### config.mk
export PLATFORM = sky130hd
export DESIGN_NAME = alu_op_decoder
export DESIGN_NICKNAME = d
export VERILOG_FILES = /design/src/rtl/alu_op_decoder.sv
export SDC_FILE = /design/constraint.sdc
export NUM_CORES = 1
export LEC_CHECK = 0
export BUFFER_PORTS_ARGS = -buffer_cell sky130_fd_sc_hd__buf_2
export CAP_MARGIN = 0
export CORE_UTILIZATION = 49
export CTS_CLUSTER_DIAMETER = 30
export DETAILED_ROUTE_END_ITERATION = 8
export PLACE_DENSITY = 0.72
export SETUP_SLACK_MARGIN = 0.02
export SLEW_MARGIN = 20
export SYNTH_ARGS = -nofsm -noshare
export SYNTH_HDL_FRONTEND = slang
export SYNTH_SLANG_ARGS = --single-unit
### constraint.sdc
create_clock -name clk -period 3.2 [get_ports clk]
set_clock_uncertainty 0.15 [all_clocks]
set_input_delay 0.32 -clock clk [delete_from_list [all_inputs] [get_ports clk]]
set_output_delay 0.32 -clock clk [all_outputs]
set_load 0.1 [all_outputs]
### src/rtl/alu_op_decoder.sv
// RV32I decode stage feeding the ALU, with a 2-entry skid buffer on the output side.
// Define ALUDEC_ILLEGAL_EN to flag unsupported encodings on the illegal output.
module alu_op_decoder (
    input  logic        clk,
    input  logic        rst,
    input  logic        in_valid,
    output logic        in_ready,
    input  logic [31:0] in_instr,
    output logic        out_valid,
    input  logic        out_ready,
    output logic [3:0]  alu_op,
    output logic [1:0]  a_sel,
    output logic        b_is_imm,
    output logic [31:0] imm,
    output logic        is_branch,
    output logic        br_inv,
    output logic        illegal
);
`ifdef ALUDEC_ILLEGAL_EN
    localparam logic ILLEGAL_EN = 1'b1;
`else
    localparam logic ILLEGAL_EN = 1'b0;
`endif

    localparam logic [3:0] OP_ADD  = 4'b0000;
    localparam logic [3:0] OP_SUB  = 4'b0001;
    localparam logic [3:0] OP_XOR  = 4'b0010;
    localparam logic [3:0] OP_AND  = 4'b0011;
    localparam logic [3:0] OP_OR   = 4'b0100;
    localparam logic [3:0] OP_SLL  = 4'b0101;
    localparam logic [3:0] OP_SRL  = 4'b0110;
    localparam logic [3:0] OP_SRA  = 4'b0111;
    localparam logic [3:0] OP_SLT  = 4'b1000;
    localparam logic [3:0] OP_SLTU = 4'b1001;

    localparam logic [6:0] OPC_OP     = 7'b0110011;
    localparam logic [6:0] OPC_OPIMM  = 7'b0010011;
    localparam logic [6:0] OPC_LOAD   = 7'b0000011;
    localparam logic [6:0] OPC_STORE  = 7'b0100011;
    localparam logic [6:0] OPC_BRANCH = 7'b1100011;
    localparam logic [6:0] OPC_LUI    = 7'b0110111;
    localparam logic [6:0] OPC_AUIPC  = 7'b0010111;
    localparam logic [6:0] OPC_JAL    = 7'b1101111;
    localparam logic [6:0] OPC_JALR   = 7'b1100111;

    localparam logic [1:0] S_EMPTY = 2'd0;
    localparam logic [1:0] S_ONE   = 2'd1;
    localparam logic [1:0] S_TWO   = 2'd2;

    localparam int W = 42;

    logic [6:0]  w_opcode;
    logic [2:0]  w_f3;
    logic [6:0]  w_f7;
    logic [31:0] w_imm_i, w_imm_s, w_imm_b, w_imm_u, w_imm_j, w_imm_sh;

    assign w_opcode = in_instr[6:0];
    assign w_f3     = in_instr[14:12];
    assign w_f7     = in_instr[31:25];
    assign w_imm_i  = {{20{in_instr[31]}}, in_instr[31:20]};
    assign w_imm_s  = {{20{in_instr[31]}}, in_instr[31:25], in_instr[11:7]};
    assign w_imm_b  = {{19{in_instr[31]}}, in_instr[31], in_instr[7], in_instr[30:25], in_instr[11:8], 1'b0};
    assign w_imm_u  = {in_instr[31:12], 12'b0};
    assign w_imm_j  = {{11{in_instr[31]}}, in_instr[31], in_instr[19:12], in_instr[20], in_instr[30:21], 1'b0};
    assign w_imm_sh = {27'b0, in_instr[24:20]};

    // alt selects sub (funct3 000) or sra (funct3 101); callers gate it per opcode.
    function automatic logic [3:0] f3_op(input logic [2:0] f3, input logic alt);
        case (f3)
            3'b000:  f3_op = alt ? OP_SUB : OP_ADD;
            3'b001:  f3_op = OP_SLL;
            3'b010:  f3_op = OP_SLT;
            3'b011:  f3_op = OP_SLTU;
            3'b100:  f3_op = OP_XOR;
            3'b101:  f3_op = alt ? OP_SRA : OP_SRL;
            3'b110:  f3_op = OP_OR;
            default: f3_op = OP_AND;
        endcase
    endfunction

    logic [3:0]  w_alu_op;
    logic [1:0]  w_a_sel;
    logic        w_b_is_imm, w_is_branch, w_br_inv;
    logic [31:0] w_imm;
    logic        w_unsup, w_strict, w_kill;
    logic [W-1:0] w_word;

    // NOTE: every output gets a default first so no path through the case infers a latch.
    always_comb begin
        w_alu_op    = OP_ADD;
        w_a_sel     = 2'b00;
        w_b_is_imm  = 1'b0;
        w_imm       = '0;
        w_is_branch = 1'b0;
        w_br_inv    = 1'b0;
        w_unsup     = 1'b0;
        w_strict    = 1'b0;
        case (w_opcode)
            OPC_OP: begin
                w_alu_op = f3_op(w_f3, w_f7[5] && (w_f3 == 3'b000 || w_f3 == 3'b101));
                w_strict = (w_f7 != 7'b0000000) && (w_f7 != 7'b0100000);
            end
            OPC_OPIMM: begin
                w_alu_op   = f3_op(w_f3, w_f7[5] && (w_f3 == 3'b101));
                w_b_is_imm = 1'b1;
                if (w_f3 == 3'b001) begin
                    w_imm    = w_imm_sh;
                    w_strict = (w_f7 != 7'b0000000);
                end else if (w_f3 == 3'b101) begin
                    w_imm    = w_imm_sh;
                    w_strict = (w_f7 != 7'b0000000) && (w_f7 != 7'b0100000);
                end else begin
                    w_imm = w_imm_i;
                end
            end
            OPC_LOAD:  begin w_b_is_imm = 1'b1; w_imm = w_imm_i; end
            OPC_STORE: begin w_b_is_imm = 1'b1; w_imm = w_imm_s; end
            OPC_BRANCH: begin
                w_is_branch = 1'b1;
                w_imm       = w_imm_b;
                w_br_inv    = w_f3[0];
                case (w_f3[2:1])
                    2'b00:   w_alu_op = OP_SUB;
                    2'b10:   w_alu_op = OP_SLT;
                    2'b11:   w_alu_op = OP_SLTU;
                    default: w_unsup  = 1'b1;
                endcase
            end
            OPC_LUI:   begin w_a_sel = 2'b10; w_b_is_imm = 1'b1; w_imm = w_imm_u; end
            OPC_AUIPC: begin w_a_sel = 2'b01; w_b_is_imm = 1'b1; w_imm = w_imm_u; end
            OPC_JAL:   begin w_a_sel = 2'b01; w_b_is_imm = 1'b1; w_imm = w_imm_j; end
            OPC_JALR:  begin w_b_is_imm = 1'b1; w_imm = w_imm_i; end
            default:   w_unsup = 1'b1;
        endcase
    end

    assign w_kill = w_unsup | (ILLEGAL_EN & w_strict);
    assign w_word = w_kill ? {{(W-1){1'b0}}, ILLEGAL_EN}
                           : {w_alu_op, w_a_sel, w_b_is_imm, w_imm, w_is_branch, w_br_inv, 1'b0};

    logic [1:0]   r_state;
    logic [W-1:0] r_head, r_tail;
    logic         w_accept, w_pop;

    assign in_ready  = ~rst & (r_state != S_TWO);
    assign out_valid = (r_state != S_EMPTY);
    assign w_accept  = in_valid & in_ready;
    assign w_pop     = out_valid & out_ready;

    // NOTE: both entries are cleared on reset so the outputs read zero while empty after reset.
    // NOTE: sequential state uses non-blocking assignments so r_head <= r_tail sees the old tail.
    always_ff @(posedge clk or posedge rst) begin
        if (rst) begin
            r_state <= S_EMPTY;
            r_head  <= '0;
            r_tail  <= '0;
        end else begin
            case (r_state)
                S_EMPTY: if (w_accept) begin
                    r_head  <= w_word;
                    r_state <= S_ONE;
                end
                S_ONE: begin
                    if (w_accept && w_pop) begin
                        r_head <= w_word;
                    end else if (w_accept) begin
                        r_tail  <= w_word;
                        r_state <= S_TWO;
                    end else if (w_pop) begin
                        r_state <= S_EMPTY;
                    end
                end
                S_TWO: if (w_pop) begin
                    r_head  <= r_tail;
                    r_state <= S_ONE;
                end
                default: r_state <= S_EMPTY;
            endcase
        end
    end

    assign {alu_op, a_sel, b_is_imm, imm, is_branch, br_inv, illegal} = r_head;
endmodule
==> Yosys cells after proc, flatten, opt, wreduce, memory -nomap -nowiden <==
Cells that the tools add are included.
{ "totals": {"memories": 0, "ff_bits": 86, "elab_cells": 79, "in_bits": 36, "rom_bits": 0, "ramBits": 0, "output_inout_bits": 44, "latchBits": 0} }
{ "classes": {"n_lt_le_gt_ge": 0, "shift": 0, "add_sub_neg": 0, "n_div": 0, "n_eq_ne": 25, "n_reduce_logical": 18, "multipliers": 0, "n_mux": 28, "bitwise": 5} }
{ "op_table": {"columns": ["cell", "n"], "rows": [
  ["one-hot mux 32 bit (6 select lines)", 1],
  ["two-way mux 42 bit", 4],
  ["one-hot mux 42 bit (3 select lines)", 1],
  ["two-way mux 32 bit", 2],
  ["one-hot mux 4 bit (7 select lines)", 2],
  ["one-hot mux 4 bit (3 select lines)", 2],
  ["equality test 7 x 6 -> 1 bit, second input constant", 3],
  ["equality test 7 bit, second input constant", 3],
  ["equality test 7 x 5 -> 1 bit, second input constant", 2],
  ["two-way mux 2 bit", 5],
  ["inequality test 2 bit, second input constant", 5],
  ["equality test 3 bit, second input constant", 3],
  ["two-way mux 1 bit", 8],
  ["AND reduction 4 bit", 2],
  ["OR reduction 8 bit", 1],
  ["equality test 7 x 2 -> 1 bit, second input constant", 1],
  ["OR reduction 7 bit", 1],
  ["equality test 2 bit, second input constant", 3],
  ["equality test 3 x 2 -> 1 bit, second input constant", 2],
  ["one-hot mux 2 bit (3 select lines)", 1],
  ["OR reduction 2 bit", 3],
  ["logical NOT 2 bit", 2],
  ["one-hot mux 2 bit (2 select lines)", 1],
  ["bitwise AND 1 bit", 3],
  ["12 further kinds", 15]
]} }

==> Logic depth before layout (Yosys ltp) <==
Gate-level depths: netlist of run 1.
{ "logic_depth": {"ltp_word": 9, "depth_mapped": 8, "depth_no_buf": 6} }

==> Least setup slack after synthesis of run 1 <==
Ideal clock, no wire load.
{ "synth_timing": {"path_type": "register -> output", "startpoint": "reg r_state[1]", "endpoint": "out in_ready", "path_slack_ns": 0.511, "t_arrival_ns": 2.219, "stages_incl_launch_ff": 5, "t_required_ns": 2.730, "path_cell_list": "dfrtp_1 > nor2b_1 > clkbuf_1 > clkbuf_1 > nor2_1"} }
{ "synth_via": {"elab_chain_len": 2} }
{ "synth_lines": {"columns": ["element", "line", "source"], "rows": [
  ["start, declared", "141", "logic [1:0] r_state;"],
  ["start signal, assigned", "154", "r_state <= S_EMPTY;"],
  ["start signal, assigned", "161", "r_state <= S_ONE;"],
  ["start signal, assigned", "168", "r_state <= S_TWO;"],
  ["inequality test 2 bit", "145", "assign in_ready = ~rst & (r_state != S_TWO);"],
  ["bitwise AND 1 bit", "145", null],
  ["end, declared", "7", "output logic in_ready,"]
]} }
Every way passes these cells.

==> Worst setup path after layout of run 1 <==
{ "layout_timing": {"startpoint": "in rst", "endpoint": "reg r_tail[32]"} }
{ "layout_via": {"elab_chain_len": 6} }
{ "layout_lines": {"columns": ["element", "line", "source"], "rows": [
  ["start, declared", "5", "input logic rst,"],
  ["NOT 1 bit (*)", "145", null],
  ["bitwise AND 1 bit (*)", "145", null],
  ["bitwise AND 1 bit (*)", "147", "assign w_accept = in_valid & in_ready;"],
  ["logical AND 1 bit", "164", "if (w_accept && w_pop) begin"],
  ["NOT 1 bit (no source line)", null, null],
  ["AND reduction 3 bit (no source line) (*)", null, null],
  ["end signal, assigned", "167", "r_tail <= w_word;"],
  ["end, declared", "142", "logic [W-1:0] r_head, r_tail;"]
]} }
Mark *: on every way between the ends. The rest lies on a longest branch, timed or not.
A chain may end at the register's enable or synchronous reset.

==> results of run 1 <==
==> repair_timing <==
action                                  CTS  global route
hold buffers                              1             0
endpoints found under the setup margin    0             0
endpoints found under the hold margin    27             0
gates resized for setup                   0             0
buffers inserted                          0             0
==> cell families (layout without fill, tap and decap cells) <==
| kind of cell | count (synthesis) | count (layout) |
|---|---|---|
| compound gates | 163 | 163 |
| simple gates | 148 | 148 |
| flops | 84 | 84 |
| buf+inv | 39 | 112 |
| fa+ha+maj | 3 | 3 |
| mux | 3 | 3 |
| other cells | 1 | 1 |
==> area by class of cell <==
class | instances | share of cell area [%]
Clock buffer | 11 | 3.07
Tap cell | 105 | 2.66
Multi-Input combinational cell | 318 | 39.3
Clock inverter | 5 | 1.67
Timing Repair Buffer | 89 | 10.1
Sequential cell | 84 | 42.6
Inverter | 7 | 0.558
==> sequential cells by signal, summed over array words and instances, names as in the netlist <==
name,flops
r_tail,41
r_head,41
r_state,2
==> power breakdown <==
| part | leakage [nW] | internal, W | switching (W) |
|---|---|---|---|
| Combinational | 1.15 | 0.000141 | 0.000600 |
| Clock | 0.120 | 0.000485 | 0.000392 |
| Sequential | 1.13 | 0.00114 | 0.0000430 |
==> how the worst max path moves through the flow <==
stage	to	slack (ns)	cells after the start
after floorplan	in_ready	0.51	4
after global placement	r_head[15]	0.69	6
after detailed placement	r_tail[32]	0.62	6
after CTS	r_tail[32]	0.65	7
after global routing	r_tail[32]	0.48	7
final	r_tail[32]	0.63	7
==> stage by stage <==
step / instances / worst slack [ns] / hold slack (ns)
global placement: 602 / 0.690 / 0.242
floorplan: 441 / 0.511 / 0.236
global route: 619 / 0.484 / 0.0568
finish: 619 / 0.628 / 0.0514
CTS: 619 / 0.647 / 0.0340
detailed placement: 602 / 0.618 / 0.259
==> cells in the mapped netlist (all sizes together), types with 2 or more instances <==
cell type | count | area share (%)
or3 | 6 | 0.89
o32ai | 2 | 0.42
o21a | 2 | 0.36
clkbuf | 25 | 2.2
nor3 | 8 | 1.2
a22oi | 5 | 0.89
inv | 7 | 0.62
buf | 7 | 1.2
a221o | 17 | 4.0
a22o | 7 | 1.5
dfrtp | 84 | 50
a21oi | 52 | 6.2
o211ai | 8 | 1.4
nand2b | 5 | 0.74
nand3b | 2 | 0.36
nor2 | 27 | 2.5
a21o | 2 | 0.36
o221ai | 5 | 1.0
mux2 | 3 | 0.89
nand4bb | 2 | 0.54
or2 | 2 | 0.30
o21ai | 35 | 4.2
ha | 3 | 0.89
a31oi | 8 | 1.3
and3 | 26 | 3.9
a31o | 2 | 0.42
o21bai | 2 | 0.36
nand3 | 9 | 1.1
nor2b | 6 | 0.89
nand2 | 47 | 4.2
o31ai | 5 | 0.89
==> routing by layer <==
metal	routed length (µm)	track usage, %	part of all wire, %
met1	4920	37.2	45
met5	0	0	0
met3	557	4.67	5.1
met2	5260	39.9	48
met4	237	9.47	2.2
==> flow_summary.yaml, run 1 <==
detailed_routing:
  vias: 3769
  ant_nets: 0
  dr.pass1.iters: 5
  wire_per_inst_um: 17.7
  drt_iter0_drc: 323
  route.detailed.drc: 0
  drt-total-wl_um: 11000
  viasPerCell: 6.09
logic_synthesis:
  synth_fa_ha_area_share_pct: 0.892
  synthCells: 441
  synth-compound-area-share_pct: 25.7
  synth_xor_area_share_pct: 0
  synth_area_um2: 4210
  syn_avg_cell_area_um2: 9.54
  synth_top_family_by_area: "compound AO/OA/AOI/OAI gates"
  synthMuxAreaShare_pct: 0.892
  synthFlopType: "dfrtp_1"
  synth_seq_cells: 84
  ys.warnings.count: 0
  synthArstFlopShare_pct: 100
  synth_edf_count: 0
  yosys.area_share.simple_pct: 18.4
  yosysUniqueCellTypes: 60
  yosysSeqAreaShare_pct: 50.0
  synth_nets: 480
power:
  p_leak_nw: 2.40
  ir_drop_v: 0.000317
  power_density_nw_per_um2: 567
  power.total_w: 0.00280
setup_path:
  endpoint_kind: "register"
  critPathTopFamily: "simple AND/OR/NAND/NOR gates"
  crit_type: "in2reg"
  slowest_stage: "or3_1"
  path_cells: "dlygate4sd3_1, buf_2, nor3b_2, nand2_1, or3_1, nor3_4, a221o_1"
  arrival_ns: 2.72
  crit_start: "rst"
  cp.required_ns: 3.34
  timing.rr.end: "r_tail[32]"
  timing.rr.start: "r_state[1]"
  worstPathMaxFanout: 11
  reg2regPathDepth: 5
  start_kind: "input port"
  r2r_setup_slack_ns: 0.77
  crit_buf_inv: 2
  slowest_delay_ns: 0.56
floorplanning:
  ioPinCount: 80
  dieArea_um2: 8960
  rows: 33
  die_w_um: 94.7
  start_util_pct: 51.0
  core_area_um2: 8260
  fp.dieH_um: 94.7
global_routing:
  grt_pass1_vias: 3577
  antenna_found_initial: 0
  grt.total_usage_pct: 26.1
  grt_pass1_wl_um: 18200
  grt_max_degree: 58
  overflow: 0
cts:
  root_buffer: "clkbuf_8"
  clk_latency_ns: 0.35
  cts-htree-levels: 3
  clk_pin_slew_ns: 0.09
  cts_tree: "done"
  cts_buffers: 9
  cts_sinks: 84
  clockBufferDepth: 2
placement:
  dpl.hpwl_um: 7360
  dpl-instance-area_um2: 4690
  io_buffers: 78
  place.gp.congestion: 0.907
sta:
  finalHoldViolations: 0
  rsz0062_at_grt: "no"
  setup_tns_ns: 0
  fmax_mhz: 389
  setup_viol_count_final: 0
  worst_pin_slew_ns: 0.740
  period_minus_slack_ns: 2.57
  max-slew-margin-rel_pct: 50.5
  finalMaxSlewViolations: 0
  post-route-period-util_pct: 80.4
layout:
  fin_util_pct: 59.8
  post-route-cell-area_um2: 4930
  final_common_cell: "dfrtp_1"
  seqCellArea_um2: 2100
  area_growth_pct: 17.3
  multi_input_area_um2: 1940
  diodes: 0
  fillCellCount: 746
  nNetsFinal: 548
  layout_common_cells: "dfrtp_1, buf_2, a21oi_1"
  drive_gt1_share_pct: 23.9
hold_path:
  hold_path_depth: 2
  hold_end: "r_state[1]"
  min_from: "out_ready"
  holdCritPathClass: "in2reg"
run_status:
  status: "finished, final reports clean"
flow_run:
  maxCapViolCount: 0
Note: power is estimated with default switching activity, not from simulation.
==> run 2, diff against run 1 <==
Clock period 3.2 ns to 2.6 ns, I/O delays scaled along.
==> run 2 against run 1 <==
Worst hold slack worse by 0.028 ns. Utilization rose by 0.39 points. Combinational power grew 23%. Power grew 17%. Critical path depth grew 1. Count of clock-buffer cells in the layout unchanged. Critical endpoint unchanged. Largest cell class unchanged.
==> flow_summary.yaml, run 2 (synthesized netlist as in run 1, its figures left out) <==
setup_path:
  cp.required_ns: 2.74
  path_cells: "dlygate4sd3_1, buf_2, nor3b_2, nand2_1, or3_1, nor3_4, buf_12, a221o_1"
  critPathTopFamily: "simple AND/OR/NAND/NOR gates"
  slowest_stage: "or3_1"
  start_kind: "input port"
  arrival_ns: 2.50
  slowest_delay_ns: 0.56
  crit_buf_inv: 3
  crit_type: "in2reg"
  worstPathMaxFanout: 11
  endpoint_kind: "register"
sta:
  rsz0062_at_grt: "no"
  finalHoldViolations: 0
  max-slew-margin-rel_pct: 53.7
  fin_hold_ws_ns: 0.0233
  setup_viol_count_final: 0
  setup_tns_ns: 0
  finalMaxSlewViolations: 0
  post-route-period-util_pct: 90.9
  worst_pin_slew_ns: 0.689
  period_minus_slack_ns: 2.36
  fmax_mhz: 423
layout:
  nNetsFinal: 557
  layout_common_cells: "dfrtp_1, buf_2, a21oi_1"
  fin_util_pct: 60.2
  fin_cells: 628
  final_common_cell: "dfrtp_1"
  drive_gt1_share_pct: 25.2
  fillCellCount: 743
  diodes: 0
  area_growth_pct: 18.0
  reg_top3: "r_head: 41 flops, r_tail: 41 flops, r_state: 2 flops"
floorplanning:
  die_w_um: 94.7
  start_util_pct: 51.0
  rows: 33
  dieArea_um2: 8960
  core_area_um2: 8260
  ioPinCount: 80
  fp.dieH_um: 94.7
cts:
  clockBufferDepth: 2
  cts_sinks: 84
  cts_buffers: 9
  clk_latency_ns: 0.36
  cts_tree: "done"
  root_buffer: "clkbuf_8"
  cts-htree-levels: 3
  clk_pin_slew_ns: 0.10
placement:
  placed_cells: 609
  place.gp.congestion: 0.965
  dpl.hpwl_um: 7600
  io_buffers: 78
detailed_routing:
  dr.pass1.iters: 5
  vias: 3814
  drt-total-wl_um: 11100
  ant_nets: 0
  route.detailed.drc: 0
  drt_iter0_drc: 352
  wire_per_inst_um: 17.7
  viasPerCell: 6.07
global_routing:
  grt_pass1_vias: 3551
  overflow: 0
  grt_pass1_wl_um: 17800
  antenna_found_initial: 0
  grt.total_usage_pct: 26.0
  grt_max_degree: 49
power:
  power_density_nw_per_um2: 661
  p_leak_nw: 2.43
  ir_drop_v: 0.000353
run_status:
  status: "finished, final reports clean"
flow_run:
  maxCapViolCount: 0
hold_path:
  holdCritPathClass: "in2reg"
[run 2: cell count changes in the layout (fill, tap and decap cells not counted), sizes merged]
cell         delta
buf             +8
bufinv          -2
inv             +2
dlygate4sd3     +1
[run 2: path summary, 6_finish.rpt]
path | startpoint | to | slack, ns | cells past startpoint
setup / recovery | rst | r_tail[32] | 0.24 | 8
hold / removal | in_instr[21] | r_tail[24] | 0.02 | 2
setup reg to reg | r_state[1] | r_tail[32] | 0.33 | 6
hold reg to reg | r_tail[41] | r_tail[41] | 0.33 | 2
max in group asynchronous | rst | r_head[35] | 1.28 | 4
min in group asynchronous | rst | r_tail[36] | 0.39 | 3
[run 2: repair_timing]
action                                  in CTS  in global routing
resized for setup                            0                  0
endpoints found under the setup margin       0                  7
buffers inserted                             0                  1
hold endpoints to repair                    33                  0
hold buffers                                 2                  0
[run 2: layer usage]
layer / global-route usage [%] / share of wire (%)
met1: 37.4 / 46
met3: 3.46 / 4.4
met5: 0 / 0
met4: 11.9 / 2.5
met2: 39.1 / 47
[run 2: per-stage QoR]
stage	worst slack [ns]	area, µm²	total power [W]
finish	0.236	4970	0.00328
global route	0.113	4970	0.00341
CTS	0.150	4950	0.00330
detailed placement	0.168	4730	0.00239
global placement	0.231	4730	0.00238
floorplan	0.0249	4210	0.00219
[run 2: final cells by class]
class / instances / area [µm²] / area share (%)
flip-flops and latches: 84 / 2100 / 42.3
multi-input cells: 318 / 1940 / 39.1
repair buffers: 98 / 571 / 11.5
clock buffers: 11 / 151 / 3.05
well taps: 105 / 131 / 2.64
clock inverters: 5 / 42.5 / 0.856
inverters: 7 / 27.5 / 0.554
[run 2: power by group]
group          internal (W)  total, W  switching [W]  leakage [nW]
Combinational      0.000176  0.000911       0.000736          1.19
Clock              0.000413  0.000916       0.000503         0.102
Sequential          0.00140   0.00146      0.0000539          1.13
Total               0.00199   0.00328        0.00129          2.43
